**config.mk**
```make
export PLATFORM = sky130hd
export DESIGN_NAME = cm_fifo_sync
export DESIGN_NICKNAME = d
export VERILOG_FILES = /design/src/rtl/cm_fifo_sync.sv
export SDC_FILE = /design/constraint.sdc
export NUM_CORES = 1
export LEC_CHECK = 0
export ABC_AREA = 1
export BUFFER_PORTS_ARGS = -buffer_cell sky130_fd_sc_hd__buf_2
export CORE_ASPECT_RATIO = 0.8
export CORE_MARGIN = 3
export CORE_UTILIZATION = 60
export DETAILED_ROUTE_END_ITERATION = 12
export PLACE_DENSITY = 0.9
export SLEW_MARGIN = 5
export SYNTH_ARGS = -nofsm -noshare
export SYNTH_HDL_FRONTEND = slang
export SYNTH_SLANG_ARGS = --single-unit
export TNS_END_PERCENT = 5
```
**constraint.sdc**
```tcl
create_clock -name clk -period 3.7 [get_ports clk]
set_input_delay 0.74 -clock clk [delete_from_list [all_inputs] [get_ports clk]]
set_output_delay 0.74 -clock clk [all_outputs]
set_load 0.05 [all_outputs]
```
**src/rtl/cm_fifo_sync.sv**
```systemverilog
// Single-clock valid/ready FIFO with arbitrary (non power-of-two) depth.
// The pointers wrap at DEPTH-1. The occupancy counter drives o_full and o_empty directly.
module cm_fifo_sync #(
  parameter int unsigned DW    = 8,
  parameter int unsigned DEPTH = 4,
  localparam int unsigned PW   = (DEPTH <= 1) ? 1 : $clog2(DEPTH),
  localparam int unsigned CW   = $clog2(DEPTH + 1)
) (
  input  logic          clk,
  input  logic          rst_n,
  input  logic          i_vld,
  input  logic [DW-1:0] i_dat,
  output logic          o_rdy,
  output logic          o_vld,
  output logic [DW-1:0] o_dat,
  input  logic          i_rdy,
  output logic [CW-1:0] o_cnt,
  output logic          o_full,
  output logic          o_empty
);

  localparam logic [PW-1:0] PtrMax = PW'(DEPTH - 1);
  localparam logic [CW-1:0] CntMax = CW'(DEPTH);

  logic [DW-1:0] mem_q [DEPTH];
  logic [PW-1:0] wr_ptr_q, wr_ptr_d;
  logic [PW-1:0] rd_ptr_q, rd_ptr_d;
  logic [CW-1:0] cnt_q, cnt_d;
  logic          full, empty, push, pop;

  function automatic logic [PW-1:0] wrap_inc(input logic [PW-1:0] ptr);
    return (ptr == PtrMax) ? '0 : ptr + PW'(1);
  endfunction

  // Full/empty come from registered state only, so i_rdy never reaches o_rdy.
  always_comb begin
    full  = (cnt_q == CntMax);
    empty = (cnt_q == '0);
    push  = i_vld & ~full;
    pop   = ~empty & i_rdy;
  end

  always_comb begin
    wr_ptr_d = wr_ptr_q;
    rd_ptr_d = rd_ptr_q;
    cnt_d    = cnt_q;
    if (push) wr_ptr_d = wrap_inc(wr_ptr_q);
    if (pop)  rd_ptr_d = wrap_inc(rd_ptr_q);
    unique case ({push, pop})
      2'b10:   cnt_d = cnt_q + CW'(1);
      2'b01:   cnt_d = cnt_q - CW'(1);
      default: cnt_d = cnt_q;
    endcase
  end

  always_ff @(posedge clk or negedge rst_n) begin
    if (!rst_n) begin
      wr_ptr_q <= '0;
      rd_ptr_q <= '0;
      cnt_q    <= '0;
    end else begin
      wr_ptr_q <= wr_ptr_d;
      rd_ptr_q <= rd_ptr_d;
      cnt_q    <= cnt_d;
    end
  end

  // Storage is deliberately left unreset; o_dat is meaningless while o_vld is low.
  always_ff @(posedge clk) begin
    if (push) mem_q[wr_ptr_q] <= i_dat;
  end

  always_comb begin
    o_rdy   = ~full;
    o_vld   = ~empty;
    o_dat   = mem_q[rd_ptr_q];
    o_cnt   = cnt_q;
    o_full  = full;
    o_empty = empty;
  end

`ifndef SYNTHESIS
  always_ff @(posedge clk) begin
    if (rst_n) begin
      assert (!(push && full));
      assert (!(pop && empty));
      assert (cnt_q <= CntMax);
      assert (wr_ptr_q <= PtrMax);
      assert (rd_ptr_q <= PtrMax);
    end
  end
`endif

endmodule

```
== After elaboration in Yosys (flattened, before gate mapping) ==
Memories as Yosys holds them, arrays and structs flattened.
Cells that the tools add are included.
Operators by class
  add/sub/neg operators: 4
  equal/unequal tests: 5
  mux-type cells: 5
  bitwise logic cells: 4
  reductions and logical operators: 2
Operator list (number)
  2-bit equality test (second input constant): 3
  3-bit case mux with 2 select lines: 1
  2-bit by 1-bit adder with 2-bit output (second input constant): 2
  2-bit 2-to-1 mux: 2
  3-bit by 1-bit adder with 3-bit output (second input constant): 1
  3-bit equality test (second input constant): 1
  3-bit logical NOT: 1
  3-bit by 1-bit subtractor with 3-bit output (second input constant): 1
  1-bit bitwise AND: 2
  2-bit by 1-bit equality test with 1-bit output (second input constant): 1
  1-bit 2-to-1 mux: 2
  1-bit NOT: 2
  2-bit nonzero test: 1
Storage, ports and cells
  register bits: 7
  RAM bits: 32
  logic and storage cells: 24
  memories kept: 1
Memories
  mem_q: depth 4, width 8, rd ports 1, clocked after Yosys merged registers in 0, write ports 1, RTL line 25  | logic [DW-1:0] mem_q [DEPTH];

== Logic depth before layout (Yosys ltp) ==
Gate-level depths: netlist (run 1).
  word-level depth: 5
  gate-level depth with buffers: 12

== Worst setup path before layout (run 1) ==
OpenSTA, ideal clock, no wires.
  path type: reg-to-output
  start point: register cnt_q[0] (netlist: o_cnt[0])
  end point: output o_empty
  data arrival time: 1512 ps
  required time: 2960 ps
  setup slack: 1448 ps
  stages on the path, launching flop included: 4
  buffers on the path: 0
  cells stage by stage: dfrtp_1 > inv_2 > nand3_2 > inv_1
On the way
  longest elaborated chain between the ends: 1
Ends and longest elaborated chain
  start, declared: RTL line 28  | logic [CW-1:0] cnt_q, cnt_d;
  start signal, assigned: RTL line 64  | cnt_q <= cnt_d;
  3-bit logical NOT: RTL line 38  | empty = (cnt_q == '0);
  end, declared: RTL line 19  | output logic o_empty
Every way passes these cells.

== Worst setup path after layout (run 1) ==
  start point: register rd_ptr_q[0]
  end point: output o_dat[3]
On the way
  longest elaborated chain between the ends: 1
Ends and longest elaborated chain
  start, declared: RTL line 27  | logic [PW-1:0] rd_ptr_q, rd_ptr_d;
  start signal, assigned: RTL line 63  | rd_ptr_q <= rd_ptr_d;
  memory 4 x 8 bit
  end, declared: RTL line 15  | output logic [DW-1:0] o_dat,
Every way passes these cells.

==> flow_metrics.env, run 1 <==
export IMPL_max_cap_violations=0
export IMPL_startpoint="rd_ptr_q[0]"
export IMPL_cp_endpoint="o_dat[3]"
export IMPL_path_depth=3
export IMPL_r2r_cells=11
export IMPL_crit_type="flop to primary output"
export IMPL_yosysTopAreaCell="edfxtp_1"
export IMPL_dp_hpwl_um=2090
export IMPL_vias=1098
export IMPL_end_kind="primary output"
export IMPL_yosysMostFrequentCell="nand2_1"
export IMPL_cts_path_max_buffers=2
export IMPL_fp_coreArea_um2=2810
export IMPL_setup_viol=0
export IMPL_cts_hold_buf=0
export IMPL_synth_edf_count=32
export IMPL_fin_hold_ws_ns=0.291
export IMPL_drive_gt1_frac=0.213
export IMPL_cts_sinks=39
export IMPL_root_buffer="clkbuf_8"
export IMPL_globalRoute_totalOverflow=0
export IMPL_synth_seq_area_share=0.637
export IMPL_synthToLayoutAreaGrowth_pct=11.4
export IMPL_cts_tree="built"
export IMPL_cp_slowest_stage_delay_ns=1.04
export IMPL_synth_top_area_frac=0.539
export IMPL_finalWirelength_um=2950
export IMPL_rsz0062_at_grt="no"
export IMPL_outcome="completed"
export IMPL_synth_common_cells="nand2_1 (37), edfxtp_1 (32), inv_1 (30)"
export IMPL_yosysUniqueCellTypes=19
export IMPL_ctsResizeCount=0
export IMPL_gp_congestion=0.748
export IMPL_drc=0
export IMPL_routedWlPerCell_um=13.3
export IMPL_crit_chain="o211ai_1 > nand2_1 > buf_2"
export IMPL_crit_buf_inv=1
export IMPL_ys_warn_count=0
export IMPL_die_width_um=67.0
export IMPL_vias_per_cell=4.97
export IMPL_fin_area_um2=1990
export IMPL_critical_path_slowest_cell="dfrtp_1"
export IMPL_post_cts_buffers=0
export IMPL_postPlaceCellArea_um2=1910
export IMPL_drtAntennaViolNets=0
export IMPL_worstHoldPathType="input port to asynchronous set/reset pin"
export IMPL_drt_pre_antenna_iters=4
export IMPL_grt_first_pass_wirelength_um=4890
export IMPL_final_cells=221
export IMPL_rr_endpoint="o_cnt[2]"
export IMPL_syn_nets=173
export IMPL_syn_area_um2=1780
export IMPL_htree_levels=2
export IMPL_track_usage=0.185
export IMPL_grt_pass1_vias=1090
export IMPL_rrSetupSlack_ns=1.90
export IMPL_ys_async_sr_fraction=0.179
export IMPL_synth_top_flop_cell="edfxtp_1"
export IMPL_diodes=0
export IMPL_die_h_um=54.8
export IMPL_crit_required_ns=2.96
export IMPL_fin_skew_ns=0.0101
export IMPL_relSlewSlack=0.299
export IMPL_rows=17
export IMPL_fin_setup_tns_ns=0
export IMPL_die_area_um2=3670
export IMPL_min_period_ns=2.64
export IMPL_grt_max_degree=36
export IMPL_synthTopCellsByArea="edfxtp_1 (54%), dfrtp_1 (9.8%), nand2_1 (7.8%), inv_1 (6.3%), o211ai_1 (6.3%)"
export IMPL_min_period_over_period=0.715
export IMPL_drv_slew=0
export IMPL_dp_cells=213
export IMPL_ys_ff_latch=39
export IMPL_worstReg2RegStart="o_cnt[2]"
export IMPL_syn_area_per_cell_um2=11.6
export IMPL_critPathMaxFanout=35
export IMPL_hold_viol=0
export IMPL_cp_start_kind="flop"
export IMPL_insertion_delay_ns=0.28
export IMPL_numCtsBuffers=5
export IMPL_drt_initial_drc_count=63
export IMPL_syn_inst=154
export IMPL_io_buffers=26
export IMPL_antenna_found_initial=0
export IMPL_start_util=0.635
export IMPL_fin_nets=201
export IMPL_cp_top_family="flip-flops"
export IMPL_cp_data_arrival_time_ns=1.90
export IMPL_path_clk_slew_ns=0.07
export IMPL_tightest_slew_ns=1.05
export IMPL_ioPinCount=27
export IMPL_fmax_ghz=0.378
==> kinds of logic (layout without fill, tap and decap cells) <==
group | after synthesis | in the layout | share of synthesized area
compound gates | 17 | 17 | 0.0729
buf+inv | 37 | 66 | 0.0989
flops | 39 | 39 | 0.637
fa+ha+maj | 7 | 7 | 0.0533
simple gates | 53 | 53 | 0.133
xor+xnor | 1 | 1 | 0.00491
==> sequential cells by signal (all words and copies together), names as in the netlist <==
| register | cells |
|---|---|
| o_cnt | 3 |
| mem_q | 32 |
| rd_ptr_q | 2 |
| wr_ptr_q | 2 |
==> area by class of cell <==
class                           instances  area, µm²
Fill cell                             212        821
Clock inverter                          2       8.76
Sequential cell                        39       1140
Timing Repair Buffer                   26        130
Clock buffer                            6       72.6
Inverter                               32        120
Tap cell                               38       47.5
Multi-Input combinational cell         78        472
==> how the worst min path moves through the flow <==
stage | to | slack [ns] | depth (start not counted)
floorplan | o_cnt[0] | 0.44 | 0
global placement | o_cnt[0] | 0.50 | 1
detailed placement | o_cnt[0] | 0.51 | 1
CTS | wr_ptr_q[0] | 0.29 | 1
global route | wr_ptr_q[1] | 0.29 | 1
finish | wr_ptr_q[0] | 0.29 | 1
==> stage by stage <==
| stage | setup WS [ns] | utilization |
|---|---|---|
| detailed placement | 1.36 | 0.679 |
| global route | 0.874 | 0.708 |
| floorplan | 1.45 | - |
| CTS | 1.06 | 0.708 |
| global placement | 1.46 | 0.679 |
| finish | 1.06 | 0.708 |
==> per-layer routing <==
metal | vias up | global-route usage | routed length (µm)
li1 | 561 | - | -
met1 | 515 | 0.249 | 1370
met2 | 17 | 0.301 | 1440
met3 | 5 | 0.0452 | 103
met4 | 0 | 0.0606 | 39
met5 | - | 0 | 0
==> layout by cell type (no fill, tap or decap), drive strengths merged <==
| master | synthesis | layout |
|---|---|---|
| ha | 6 | 6 |
| nand2 | 39 | 39 |
| inv | 32 | 32 |
| o211ai | 16 | 16 |
| xnor2 | 1 | 1 |
| clkbuf | 0 | 6 |
| buf | 5 | 26 |
| o21ai | 1 | 1 |
| fa | 1 | 1 |
| nand4 | 1 | 1 |
| dfrtp | 7 | 7 |
| edfxtp | 32 | 32 |
| nand3 | 7 | 7 |
| nor2 | 6 | 6 |
| clkinv | 0 | 2 |
Power of run 1 is not shown: default switching activity piles up to over one toggle a cycle in this logic, so the estimate is an artifact.
==> run 2, diff against run 1 <==
--- a/config.mk
+++ b/config.mk
@@ -9,9 +9,9 @@
 export BUFFER_PORTS_ARGS = -buffer_cell sky130_fd_sc_hd__buf_2
 export CORE_ASPECT_RATIO = 0.8
 export CORE_MARGIN = 3
-export CORE_UTILIZATION = 60
+export CORE_UTILIZATION = 50
 export DETAILED_ROUTE_END_ITERATION = 12
-export PLACE_DENSITY = 0.9
+export PLACE_DENSITY = 0.81
 export SLEW_MARGIN = 5
 export SYNTH_ARGS = -nofsm -noshare
 export SYNTH_HDL_FRONTEND = slang
==> constraint.sdc (replaced) <==
create_clock -name clk -period 2.37 [get_ports clk]
set_input_delay 0.474 -clock clk [delete_from_list [all_inputs] [get_ports clk]]
set_output_delay 0.474 -clock clk [all_outputs]
set_load 0.05 [all_outputs]
==> run 2 against run 1 <==
Compared with the run above: hold slack worse by 0.28 ns; flip-flop and latch count stayed put; core utilization is 6.7 points lower; final area is 4.6% higher; wire length is 2.7% higher; critical path depth is 1 higher; global-route usage is 2.6 points lower; register-to-register slack worse by 1.3 ns; final cell count is 3.2% higher; clock skew is 0.00056 ns lower; largest cell class unchanged; highest routed layer unchanged.
==> flow_metrics.env, run 2 (same netlist as run 1, synthesis figures left out) <==
export IMPL_dp_hpwl_um=2060
export IMPL_fin_ws_ns=0.250
export IMPL_root_buffer="clkbuf_8"
export IMPL_routedWlPerCell_um=13.3
export IMPL_cts_path_max_buffers=2
export IMPL_numCtsBuffers=5
export IMPL_crit_type="flop to primary output"
export IMPL_rrSetupSlack_ns=0.55
export IMPL_drtAntennaViolNets=0
export IMPL_fin_nets=206
export IMPL_tightest_slew_ns=0.427
export IMPL_outcome="completed"
export IMPL_ctsResizeCount=0
export IMPL_seq_area_um2=1140
export IMPL_track_usage=0.159
export IMPL_drive_gt1_frac=0.239
export IMPL_setup_viol=0
export IMPL_die_width_um=72.8
export IMPL_worstHoldPathType="input port to asynchronous set/reset pin"
export IMPL_diodes=0
export IMPL_fin_setup_tns_ns=0
export IMPL_die_area_um2=4330
export IMPL_antenna_found_initial=0
export IMPL_rsz0062_at_grt="no"
export IMPL_relSlewSlack=0.715
export IMPL_die_h_um=59.4
export IMPL_start_util=0.550
export IMPL_cts_tree="built"
export IMPL_htree_levels=2
export IMPL_grt_max_degree=36
export IMPL_fin_hold_ws_ns=0.00950
export IMPL_cp_data_arrival_time_ns=1.65
export IMPL_fmax_ghz=0.472
export IMPL_crit_required_ns=1.90
export IMPL_cts_hold_buf=0
export IMPL_hold_viol=0
export IMPL_min_period_ns=2.12
export IMPL_drt_pre_antenna_iters=4
export IMPL_fin_skew_ns=0.00952
export IMPL_drc=0
export IMPL_dp_slack_ns=0.570
export IMPL_critPathMaxFanout=11
export IMPL_vias_per_cell=4.96
export IMPL_fillerInstances=246
export IMPL_path_clk_slew_ns=0.07
export IMPL_insertion_delay_ns=0.29
export IMPL_rows=18
export IMPL_mostFrequentLayoutCells="nand2_1 (37), edfxtp_1 (32), inv_1 (30)"
export IMPL_ioPinCount=27
export IMPL_final_common_cell="nand2_1"
export IMPL_io_buffers=26
export IMPL_synthToLayoutAreaGrowth_pct=16.5
export IMPL_finalWirelength_um=3030
export IMPL_largest_reg_flops=32
export IMPL_grt_pass1_vias=1077
export IMPL_vias=1131
export IMPL_multi_input_area_um2=472
export IMPL_drt_initial_drc_count=74
export IMPL_top_register="mem_q"
export IMPL_max_cap_violations=0
export IMPL_cp_start_kind="flop"
export IMPL_min_period_over_period=0.895
export IMPL_grt_first_pass_wirelength_um=4990
export IMPL_drv_slew=0
export IMPL_gp_congestion=0.780
export IMPL_globalRoute_totalOverflow=0
export IMPL_post_cts_buffers=0
export IMPL_cts_sinks=39
export IMPL_end_kind="primary output"
export IMPL_fp_coreArea_um2=3240
-- run 2: changes by cell type in the layout (fill, tap and decap cells not counted) --
cell / change
clkinv_2: -1
clkinv_1: -1
buf_4: +5
bufinv_16: +2
-- run 2: layout make-up --
| cell class | count | share of cell area |
|---|---|---|
| Sequential cell | 39 | 0.547 |
| Multi-Input combinational cell | 78 | 0.227 |
| Timing Repair Buffer | 31 | 0.0807 |
| Inverter | 32 | 0.0578 |
| Clock buffer | 6 | 0.0349 |
| Clock inverter | 2 | 0.0289 |
| Tap cell | 40 | 0.0241 |
-- run 2: routing by layer --
| layer | track usage | share of wire | vias up | wire (µm) |
|---|---|---|---|---|
| met5 | 0 | 0 | - | 0 |
| met4 | 0.0395 | 0.0069 | 0 | 21 |
| met3 | 0.0525 | 0.054 | 2 | 165 |
| met2 | 0.270 | 0.51 | 26 | 1540 |
| met1 | 0.198 | 0.43 | 535 | 1300 |
| li1 | - | - | 568 | - |
-- run 2: critical path: stages, from the launching register on --
cell and delay (ns):
dfrtp_1 0.54, inv_1 0.32, o211ai_1 0.15, nand2_1 0.09, buf_2 0.26
-- run 2: final timing paths --
kind                               end         from  depth (start not counted)
max in group asynchronous     o_cnt[2]        rst_n                          1
min                        rd_ptr_q[0]        rst_n                          1
min reg2reg                   o_cnt[0]     o_cnt[0]                          1
max                           o_dat[0]  rd_ptr_q[1]                          4
min in group clk           mem_q[2][5]     i_dat[5]                          1
max reg2reg                   o_cnt[2]     o_cnt[2]                         11
-- run 2: stage by stage --
stage          instance area (µm²)  std cells   util
2_1_floorplan                 1780        154      -
3_3_place_gp                  1950        220  0.600
3_5_place_dp                  1950        220  0.600
4_1_cts                       2080        228  0.641
5_1_grt                       2080        228  0.641
6_report                      2080        228  0.641
Power of run 2 is left out for the same reason.
